File: src/rtl/sprite_motion_ctrl.sv
// Sprite position controller: moves (x_pos, y_pos) by STEP once per motion tick.
// Optional per-axis acceleration is enabled by defining the MOTION_ACCEL_EN macro.
module sprite_motion_ctrl #(
    parameter int WIDTH       = 16,
    parameter int TICK_CYCLES = 250_000,
    parameter int STEP        = 1,
    parameter int X_MAX       = 639,
    parameter int Y_MAX       = 479,
    parameter int X_HOME      = 0,
    parameter int Y_HOME      = 0,
    parameter int WRAP        = 0
) (
    input  logic             clk,
    input  logic             rst,
    input  logic             up,
    input  logic             down,
    input  logic             left,
    input  logic             right,
    input  logic             center,
    output logic [WIDTH-1:0] x_pos,
    output logic [WIDTH-1:0] y_pos,
    output logic             tick,
    output logic             moved,
    output logic             at_edge
);

    localparam int               CNT_W     = (TICK_CYCLES > 2) ? $clog2(TICK_CYCLES) : 1;
    localparam logic [CNT_W-1:0] CNT_LAST  = CNT_W'(TICK_CYCLES - 1);
    localparam logic [WIDTH:0]   X_LIM     = (WIDTH+1)'(X_MAX);
    localparam logic [WIDTH:0]   Y_LIM     = (WIDTH+1)'(Y_MAX);
    localparam logic [WIDTH:0]   X_SPAN    = (WIDTH+1)'(X_MAX + 1);
    localparam logic [WIDTH:0]   Y_SPAN    = (WIDTH+1)'(Y_MAX + 1);
    localparam logic [WIDTH-1:0] X_MAX_P   = WIDTH'(X_MAX);
    localparam logic [WIDTH-1:0] Y_MAX_P   = WIDTH'(Y_MAX);
    localparam logic [WIDTH-1:0] X_HOME_P  = WIDTH'(X_HOME);
    localparam logic [WIDTH-1:0] Y_HOME_P  = WIDTH'(Y_HOME);
    localparam logic             HOME_EDGE = (X_HOME == 0) || (X_HOME == X_MAX) ||
                                             (Y_HOME == 0) || (Y_HOME == Y_MAX);

    logic [CNT_W-1:0] count;
    logic [WIDTH:0]   step_x;
    logic [WIDTH:0]   step_y;
    logic [WIDTH-1:0] x_next;
    logic [WIDTH-1:0] y_next;
    logic             edge_next;
    logic             req_x;
    logic             req_y;

    // One extra bit of headroom lets both overflow and underflow be detected directly.
    function automatic logic [WIDTH-1:0] step_axis(
        input logic [WIDTH-1:0] pos,
        input logic             inc,
        input logic             dec,
        input logic [WIDTH:0]   step,
        input logic [WIDTH:0]   lim,
        input logic [WIDTH:0]   span
    );
        logic [WIDTH:0] wide;
        wide = {1'b0, pos};
        if (inc && !dec) begin
            wide = {1'b0, pos} + step;
            if (wide > lim)
                wide = (WRAP != 0) ? wide - span : lim;
        end else if (dec && !inc) begin
            if ({1'b0, pos} < step)
                wide = (WRAP != 0) ? {1'b0, pos} + span - step : '0;
            else
                wide = {1'b0, pos} - step;
        end
        return wide[WIDTH-1:0];
    endfunction

    assign tick  = (count == CNT_LAST);
    assign req_x = left ^ right;
    assign req_y = up ^ down;

`ifdef MOTION_ACCEL_EN
    logic [1:0] level_x;
    logic [1:0] level_y;
    logic [2:0] run_x;
    logic [2:0] run_y;

    assign step_x = (WIDTH+1)'(STEP) << level_x;
    assign step_y = (WIDTH+1)'(STEP) << level_y;

    // A level rises after every eight consecutive requesting ticks and drops on any idle tick.
    always_ff @(posedge clk or posedge rst) begin
        if (rst) begin
            level_x <= '0;
            level_y <= '0;
            run_x   <= '0;
            run_y   <= '0;
        end else if (tick) begin
            if (center || !req_x) begin
                level_x <= '0;
                run_x   <= '0;
            end else if (run_x == 3'd7) begin
                run_x <= '0;
                if (level_x != 2'd3)
                    level_x <= level_x + 2'd1;
            end else begin
                run_x <= run_x + 3'd1;
            end

            if (center || !req_y) begin
                level_y <= '0;
                run_y   <= '0;
            end else if (run_y == 3'd7) begin
                run_y <= '0;
                if (level_y != 2'd3)
                    level_y <= level_y + 2'd1;
            end else begin
                run_y <= run_y + 3'd1;
            end
        end
    end
`else
    assign step_x = (WIDTH+1)'(STEP);
    assign step_y = (WIDTH+1)'(STEP);
`endif

    // NOTE: every output of this block gets a default first, so no latch is inferred.
    always_comb begin
        x_next = x_pos;
        y_next = y_pos;
        if (tick) begin
            if (center) begin
                x_next = X_HOME_P;
                y_next = Y_HOME_P;
            end else begin
                x_next = step_axis(x_pos, right, left, step_x, X_LIM, X_SPAN);
                y_next = step_axis(y_pos, down, up, step_y, Y_LIM, Y_SPAN);
            end
        end
        edge_next = (x_next == '0) || (x_next == X_MAX_P) ||
                    (y_next == '0) || (y_next == Y_MAX_P);
    end

    // NOTE: state is updated with non-blocking assignments so every register sees pre-edge values.
    always_ff @(posedge clk or posedge rst) begin
        if (rst) begin
            count   <= '0;
            x_pos   <= X_HOME_P;
            y_pos   <= Y_HOME_P;
            moved   <= 1'b0;
            at_edge <= HOME_EDGE;
        end else begin
            count   <= tick ? '0 : count + 1'b1;
            x_pos   <= x_next;
            y_pos   <= y_next;
            moved   <= tick && ((x_next != x_pos) || (y_next != y_pos));
            at_edge <= edge_next;
        end
    end

endmodule

File: config.mk
export PLATFORM = sky130hd
export DESIGN_NAME = sprite_motion_ctrl
export DESIGN_NICKNAME = d
export VERILOG_FILES = /design/src/rtl/sprite_motion_ctrl.sv
export SDC_FILE = /design/constraint.sdc
export NUM_CORES = 1
export LEC_CHECK = 0
export BUFFER_PORTS_ARGS = -buffer_cell sky130_fd_sc_hd__buf_2
export CORE_ASPECT_RATIO = 0.8
export CORE_UTILIZATION = 55
export CTS_CLUSTER_SIZE = 40
export DETAILED_ROUTE_END_ITERATION = 10
export PLACE_DENSITY_LB_ADDON = 0.08
export SYNTH_ARGS = -nofsm -noshare
export SYNTH_HDL_FRONTEND = slang
export SYNTH_SLANG_ARGS = --single-unit
File: constraint.sdc
create_clock -name clk -period 4.8 [get_ports clk]
set_input_delay 0.96 -clock clk [delete_from_list [all_inputs] [get_ports clk]]
set_output_delay 0.96 -clock clk [all_outputs]
set_load 0.02 [all_outputs]
==> reports/metrics.yaml, run 1 <==
cp_data_arrival_time_ns: 4.75
clkSlewWorstSetupHoldPaths_ns: 0.07
setup_ws_ns: 0.2720
grt_overflow: 0
cts.repair.resized: 0
synth_cell_types: 76
antenna_found_initial: 0
synth.yosys.seq_area_share: 0.2415
final_cell_mix: "73 x nand2_1, 69 x nor2_1, 61 x o21ai_0, 51 x dfrtp_1"
end_kind: "flop"
stdcell_count: 891
dpl.hpwl_um: 14940
post-cts-setup-buffer-count: 0
place_inst: 883
synth_edf_count: 0
areaGrowthSynthToFinish_pct: 8.492
multi_input_area_sq_um: 3756
final_util: 0.6311
reg2reg_depth: 12
timing_worst_setup_path_type: "flop to flop"
antenna-diode-count: 0
io_buffers: 41
clock_power_share: 0.392
synth_async_sr_flop_share: 1.000
fin_setup_tns_ns: 0
cp-start-kind: "flop"
drtPass1Iterations: 7
setup_violations: 0
grt_usage: 0.3997
synthesis.area_sq_um: 5393
grt_busiest_layer: "met1"
seq_area_sq_um: 1303
dieWidth_um: 112.7
routed_wirelength_um: 20240
synth-seq-cells: 52
wl_per_cell_um: 22.71
cp_max_fo: 12
cts_max_path_buffers: 2
synthCells: 757
cts_tree: "done"
seqPwrFrac: 0.487
cp.required_ns: 5.03
cts_root_buf: "clkbuf_16"
drt_iter0_markers: 1136
yosys_warnings: 0
pin_count: 42
grt_pass1_vias: 5654
slew_headroom: 0.3858
htree_levels: 2
hp-class: "flop to flop"
met3_usage: 0.1282
core_region_area_sq_um: 9270
initial_utilization: 0.5817
clock_skew_ns: 0.009409
slew_violations: 0
grt_max_degree: 53
total_power_uw: 929.4
use_met1: 0.6030
synth_flop_cell: "dfrtp_1"
switching_share: 0.2792
worstSkewPairLatency_ns: 0.30
rsz0062_at_grt: "false"
worstHoldPathCells: 1
cap_violations: 0
vdd_ir_drop_max_uv: 163.0
cts_buffers: 5
clock_sinks: 52
viasPerCell: 7.336
p_sw_uw: 259.5
fmax_mhz: 220.8
ant_nets: 0
p_per_area_nw_per_um2: 158.9
rows: 31
ctsHoldBuffers: 0
drc: 0
final_common_cell: "nand2_1"
gr-usage-met2: 0.5504
fin_crit_sh: 0.9433
grt_first_pass_wirelength_um: 31930
final_nets: 789
gp_congestion: 1.031
fill_cells: 853
drive_above_1_share: 0.1173
status: "finished, final reports clean"
dieArea_sq_um: 10210
fp.dieH_um: 90.57
syn_nets: 771
pwr-share-comb: 0.121
syn_area_per_cell_sq_um: 7.124
worst_slew_pin_slew_ns: 0.9089
final.min_clock_period_ns: 4.528
p_int_uw: 670.0
vias: 6536
place_ws_ns: 0.4692
finalHoldViolations: 0
p_leak_nw: 2.290
## state kept, by name, indices dropped and copies added, names as in the netlist
signal	count
count	18
x_pos	16
y_pos	16
at_edge	1
moved	1
## area by class of cell
| type | instances | area share |
|---|---|---|
| clock buffers | 6 | 0.02203 |
| flip-flops and latches | 52 | 0.2226 |
| clock inverters | 2 | 0.002352 |
| repair buffers | 65 | 0.06587 |
| well taps | 115 | 0.02459 |
| inverters | 32 | 0.02053 |
| multi-input cells | 619 | 0.6420 |
## metrics by stage
step | hold WS [ns] | cell area [sq um]
detailed placement | 0.4803 | 5708
CTS | 0.4894 | 5851
global route | 0.5070 | 5851
finish | 0.4858 | 5851
global placement | 0.4469 | 5708
floorplan | 0.4329 | 5393
## cells by family (layout without fill, tap and decap cells)
group / count (synthesis) / in the layout / synth area share
fa+ha+maj: 7 / 7 / 0.01624
buf+inv: 86 / 105 / 0.06195
simple gates: 356 / 356 / 0.3485
flops: 52 / 52 / 0.2415
mux: 7 / 7 / 0.01346
compound gates: 224 / 224 / 0.2777
xor+xnor: 25 / 25 / 0.04060
## metal layers
layer	share of wire	vias up
met5	0	-
met4	0.018	0
met3	0.16	48
met2	0.40	570
met1	0.42	3004
li1	-	2914
## worst max-delay path, cell delays in order, from the launching register on
cell and delay (ns):
dfrtp_1 0.52, inv_1 0.26, ha_1 0.30, nor4bb_1 0.82
nand4_1 0.33, o21ai_1 0.56, o21ai_0 0.18, nand2_1 0.11
nand2_1 0.10, nor4_1 0.30, nand3_1 0.21, or4_1 0.56
o211ai_1 0.19
## Yosys cell counts (all sizes together) (6+ instances only)
library cell	number	area (sq um)
nor3	36	180.2
nor2b	8	50.05
xor2	10	87.58
dfrtp	51	1276
and2	6	37.54
or3	14	87.58
a211oi	13	97.59
o211ai	9	67.56
a21oi	32	160.2
and3	9	56.30
and4	6	52.55
a2111oi	7	67.56
o22ai	7	43.79
buf	7	37.53
nor4	25	162.6
inv	32	120.1
nand2	74	280.3
or4	12	93.84
clkbuf	47	176.4
o21ai	63	315.3
nor2	70	265.3
ha	7	87.58
xnor2	15	131.4
nand4	19	118.9
a31oi	18	112.6
nand3	41	205.2
o31ai	14	105.1
a22oi	6	45.04
nand2b	9	56.30
## worst paths after layout
check	start	endpoint	slack, ns
max in group asynchronous	rst	y_pos[14]$_DFF_PP0_	3.50
worst min register to register	count[0]$_DFF_PP0_	count[0]$_DFF_PP0_	0.49
min in group asynchronous	rst	y_pos[2]$_DFF_PP0_	0.83
worst max register to register	x_pos[0]$_DFF_PP0_	at_edge$_DFF_PP1_	0.27
worst max-delay path	x_pos[0]$_DFF_PP0_	at_edge$_DFF_PP1_	0.27
worst min-delay path	count[0]$_DFF_PP0_	count[0]$_DFF_PP0_	0.49
## power groups by stage
stage / Sequential (mW) / Combinational [mW] / Clock, mW
2_1_floorplan: 0.456 / 0.0741 / 0
3_3_place_gp: 0.460 / 0.108 / 0
3_5_place_dp: 0.460 / 0.108 / 0
4_1_cts: 0.452 / 0.109 / 0.366
5_1_grt: 0.453 / 0.121 / 0.381
6_report: 0.452 / 0.112 / 0.364
Power figures use the tool's default switching activity.
==> run 2, diff against run 1 <==
--- a/config.mk
+++ b/config.mk
@@ -8,6 +8,7 @@
 export BUFFER_PORTS_ARGS = -buffer_cell sky130_fd_sc_hd__buf_2
 export CORE_ASPECT_RATIO = 0.8
 export CORE_UTILIZATION = 55
+export CTS_BUF_LIST = sky130_fd_sc_hd__clkbuf_4 sky130_fd_sc_hd__clkbuf_8
 export CTS_CLUSTER_SIZE = 40
 export DETAILED_ROUTE_END_ITERATION = 10
 export PLACE_DENSITY_LB_ADDON = 0.08
==> run 2 against run 1 <==
Against the previous run: worst hold slack better by 0.0015 ns; core utilization is 0.57 points lower; die area stayed put; total power is 10% lower; fmax is 0.42% lower; critical path type unchanged; count of clock-buffer cells in the layout stayed put; via count is 0.21% higher; critical endpoint unchanged; cell area is 0.90% lower; highest routed layer unchanged; largest power group unchanged.
==> reports/metrics.yaml, run 2 (synthesis results as in run 1) <==
status: "finished, final reports clean"  # unchanged
slew_headroom: 0.3892  # was 0.3858
cts_buffers: 5  # unchanged
final_common_cell: "nand2_1"  # unchanged
worstHoldPathCells: 1  # unchanged
cts_tree: "done"  # unchanged
hp-start: "count[0]$_DFF_PP0_"  # unchanged
grt_pass1_vias: 5670  # was 5654
vdd_ir_drop_max_uv: 175.8  # was 163.0 uV
final.min_clock_period_ns: 4.547  # was 4.528 ns
antenna_found_initial: 0  # unchanged
cp_max_fo: 12  # unchanged
post-cts-setup-buffer-count: 0  # unchanged
timing_worst_setup_path_type: "flop to flop"  # unchanged
viasPerCell: 7.351  # was 7.336
areaGrowthSynthToFinish_pct: 7.517  # was 8.492%
r2r-end: "at_edge$_DFF_PP1_"  # unchanged
cts_max_path_buffers: 2  # unchanged
placed_area_sq_um: 5708  # unchanged
rsz0062_at_grt: "false"  # unchanged
vias: 6550  # was 6536
ctsHoldBuffers: 0  # unchanged
wl_per_cell_um: 22.74  # was 22.71 um
fp.dieH_um: 90.57  # unchanged
drtPass1Iterations: 8  # was 7
startpoint: "x_pos[0]$_DFF_PP0_"  # unchanged
cts_root_buf: "clkbuf_8"  # was clkbuf_16
cp.required_ns: 5.05  # was 5.03 ns
cp_data_arrival_time_ns: 4.80  # was 4.75 ns
stdcell_count: 891  # unchanged
initial_utilization: 0.5817  # unchanged
grt_max_degree: 53  # unchanged
fill_cells: 859  # was 853
ant_nets: 0  # unchanged
worst_path_most_repeated_cell: "nand2_1"  # unchanged
grt_usage: 0.3981  # was 0.3997
seq_area_sq_um: 1303  # unchanged
clock_sinks: 52  # unchanged
end_kind: "flop"  # unchanged
slew_violations: 0  # unchanged
multi_input_area_sq_um: 3756  # unchanged
grt_overflow: 0  # unchanged
drive_above_1_share: 0.1186  # was 0.1173
gp_congestion: 1.031  # unchanged
regMostFlops: "count"  # unchanged
worst_slew_pin_slew_ns: 0.9039  # was 0.9089 ns
fmax_mhz: 219.9  # was 220.8 MHz
dpl.hpwl_um: 14940  # unchanged
final_cell_mix: "73 x nand2_1, 69 x nor2_1, 61 x o21ai_0, 51 x dfrtp_1"  # unchanged
reg2reg_depth: 12  # unchanged
routed_wirelength_um: 20260  # was 20240 um
whs_ns: 0.4872  # was 0.4858 ns
drt_iter0_markers: 1140  # was 1136
design_area_sq_um: 5798  # was 5851 sq um
pin_count: 42  # unchanged
place_inst: 883  # unchanged
reg_top3: "count: 18 flops, x_pos: 16 flops, y_pos: 16 flops"  # unchanged
total_power_uw: 836.0  # was 929.4 uW
cts.repair.resized: 0  # unchanged
critical_path.reg2reg.startpoint: "x_pos[0]$_DFF_PP0_"  # unchanged
clkSlewWorstSetupHoldPaths_ns: 0.10  # was 0.07 ns
core_region_area_sq_um: 9270  # unchanged
cp_cell_sequence: "inv_1 -> ha_1 -> nor4bb_1 -> nand4_1 -> o21ai_1 -> o21ai_0 -> nand2_1 -> nand2_1 -> nor4_1 -> nand3_1 -> or4_1 -> o211ai_1"  # unchanged
hp-class: "flop to flop"  # unchanged
finalHoldViolations: 0  # unchanged
fin_setup_tns_ns: 0  # unchanged
min_to: "count[0]$_DFF_PP0_"  # unchanged
dieArea_sq_um: 10210  # unchanged
p_leak_nw: 2.268  # was 2.290 nW
grt_first_pass_wirelength_um: 31810  # was 31930 um
worstSkewPairLatency_ns: 0.33  # was 0.30 ns
largest_reg_flops: 18  # unchanged
r2r_slack_ns: 0.25  # was 0.27 ns
crit_path_max_incr_delay_ns: 0.82  # about the same
setup_violations: 0  # unchanged
cp-start-kind: "flop"  # unchanged
p_per_area_nw_per_um2: 144.2  # was 158.9 nW/um^2
rows: 31  # unchanged
cap_violations: 0  # unchanged
htree_levels: 2  # unchanged
dieWidth_um: 112.7  # unchanged
clock_skew_ns: 0.01214  # was 0.009409 ns
final_nets: 789  # unchanged
antenna-diode-count: 0  # unchanged
slowest_stage: "nor4bb_1"  # unchanged
fin_crit_sh: 0.9474  # was 0.9433
io_buffers: 41  # unchanged
drc: 0  # unchanged
run 2: cell types whose count changed in the layout (fill, tap and decap cells not counted):
cell	change
clkbuf_8	+5
clkbuf_16	-5
clkbuf_4	+1
clkbuf_1	-1
run 2: metrics by stage:
step | setup WS, ns | utilization
final | 0.2527 | 0.6255
after global routing | 0.07967 | 0.6255
after CTS | 0.4244 | 0.6255
after detailed placement | 0.4692 | 0.6157
after floorplan | 1.075 | -
after global placement | 0.5222 | 0.6157
run 2: final cells by class:
class / count / area share
multi-input cells: 619 / 0.6478
flip-flops and latches: 52 / 0.2246
repair buffers: 65 / 0.06647
well taps: 115 / 0.02482
inverters: 32 / 0.02072
clock buffers: 6 / 0.01316
clock inverters: 2 / 0.002374
run 2: where the power goes:
| group | switching (mW) | total (mW) | internal [mW] |
|---|---|---|---|
| Clock | 0.161 | 0.271 | 0.110 |
| Sequential | 0.0116 | 0.452 | 0.441 |
| Combinational | 0.0787 | 0.113 | 0.0341 |
| Total | 0.251 | 0.836 | 0.585 |
run 2: metal layers:
| metal | up-vias | GRT usage | wire [um] | part of all wire |
|---|---|---|---|---|
| met5 | - | 0 | 0 | 0 |
| met4 | 0 | 0.08444 | 500 | 0.025 |
| met3 | 77 | 0.1315 | 3238 | 0.16 |
| met2 | 592 | 0.5442 | 7987 | 0.39 |
| met1 | 2974 | 0.5976 | 8531 | 0.42 |
| li1 | 2907 | - | - | - |
run 2: worst max-delay path by stage:
stage	cells past startpoint	end	slack (ns)
final	12	at_edge$_DFF_PP1_	0.25
after global routing	11	at_edge$_DFF_PP1_	0.08
after CTS	11	at_edge$_DFF_PP1_	0.42
after detailed placement	11	at_edge$_DFF_PP1_	0.47
after global placement	11	at_edge$_DFF_PP1_	0.52
after floorplan	8	tick	1.08
run 2: worst max-delay path: cells and delay by family, from the launching register on:
family                     cells  cell delay, ns
buffers and inverters          1            0.26
AOI/OAI and AO/OA              3            0.95
and+or+nand+nor                7            2.42
adders and majority gates      1            0.30
DFF                            1            0.54
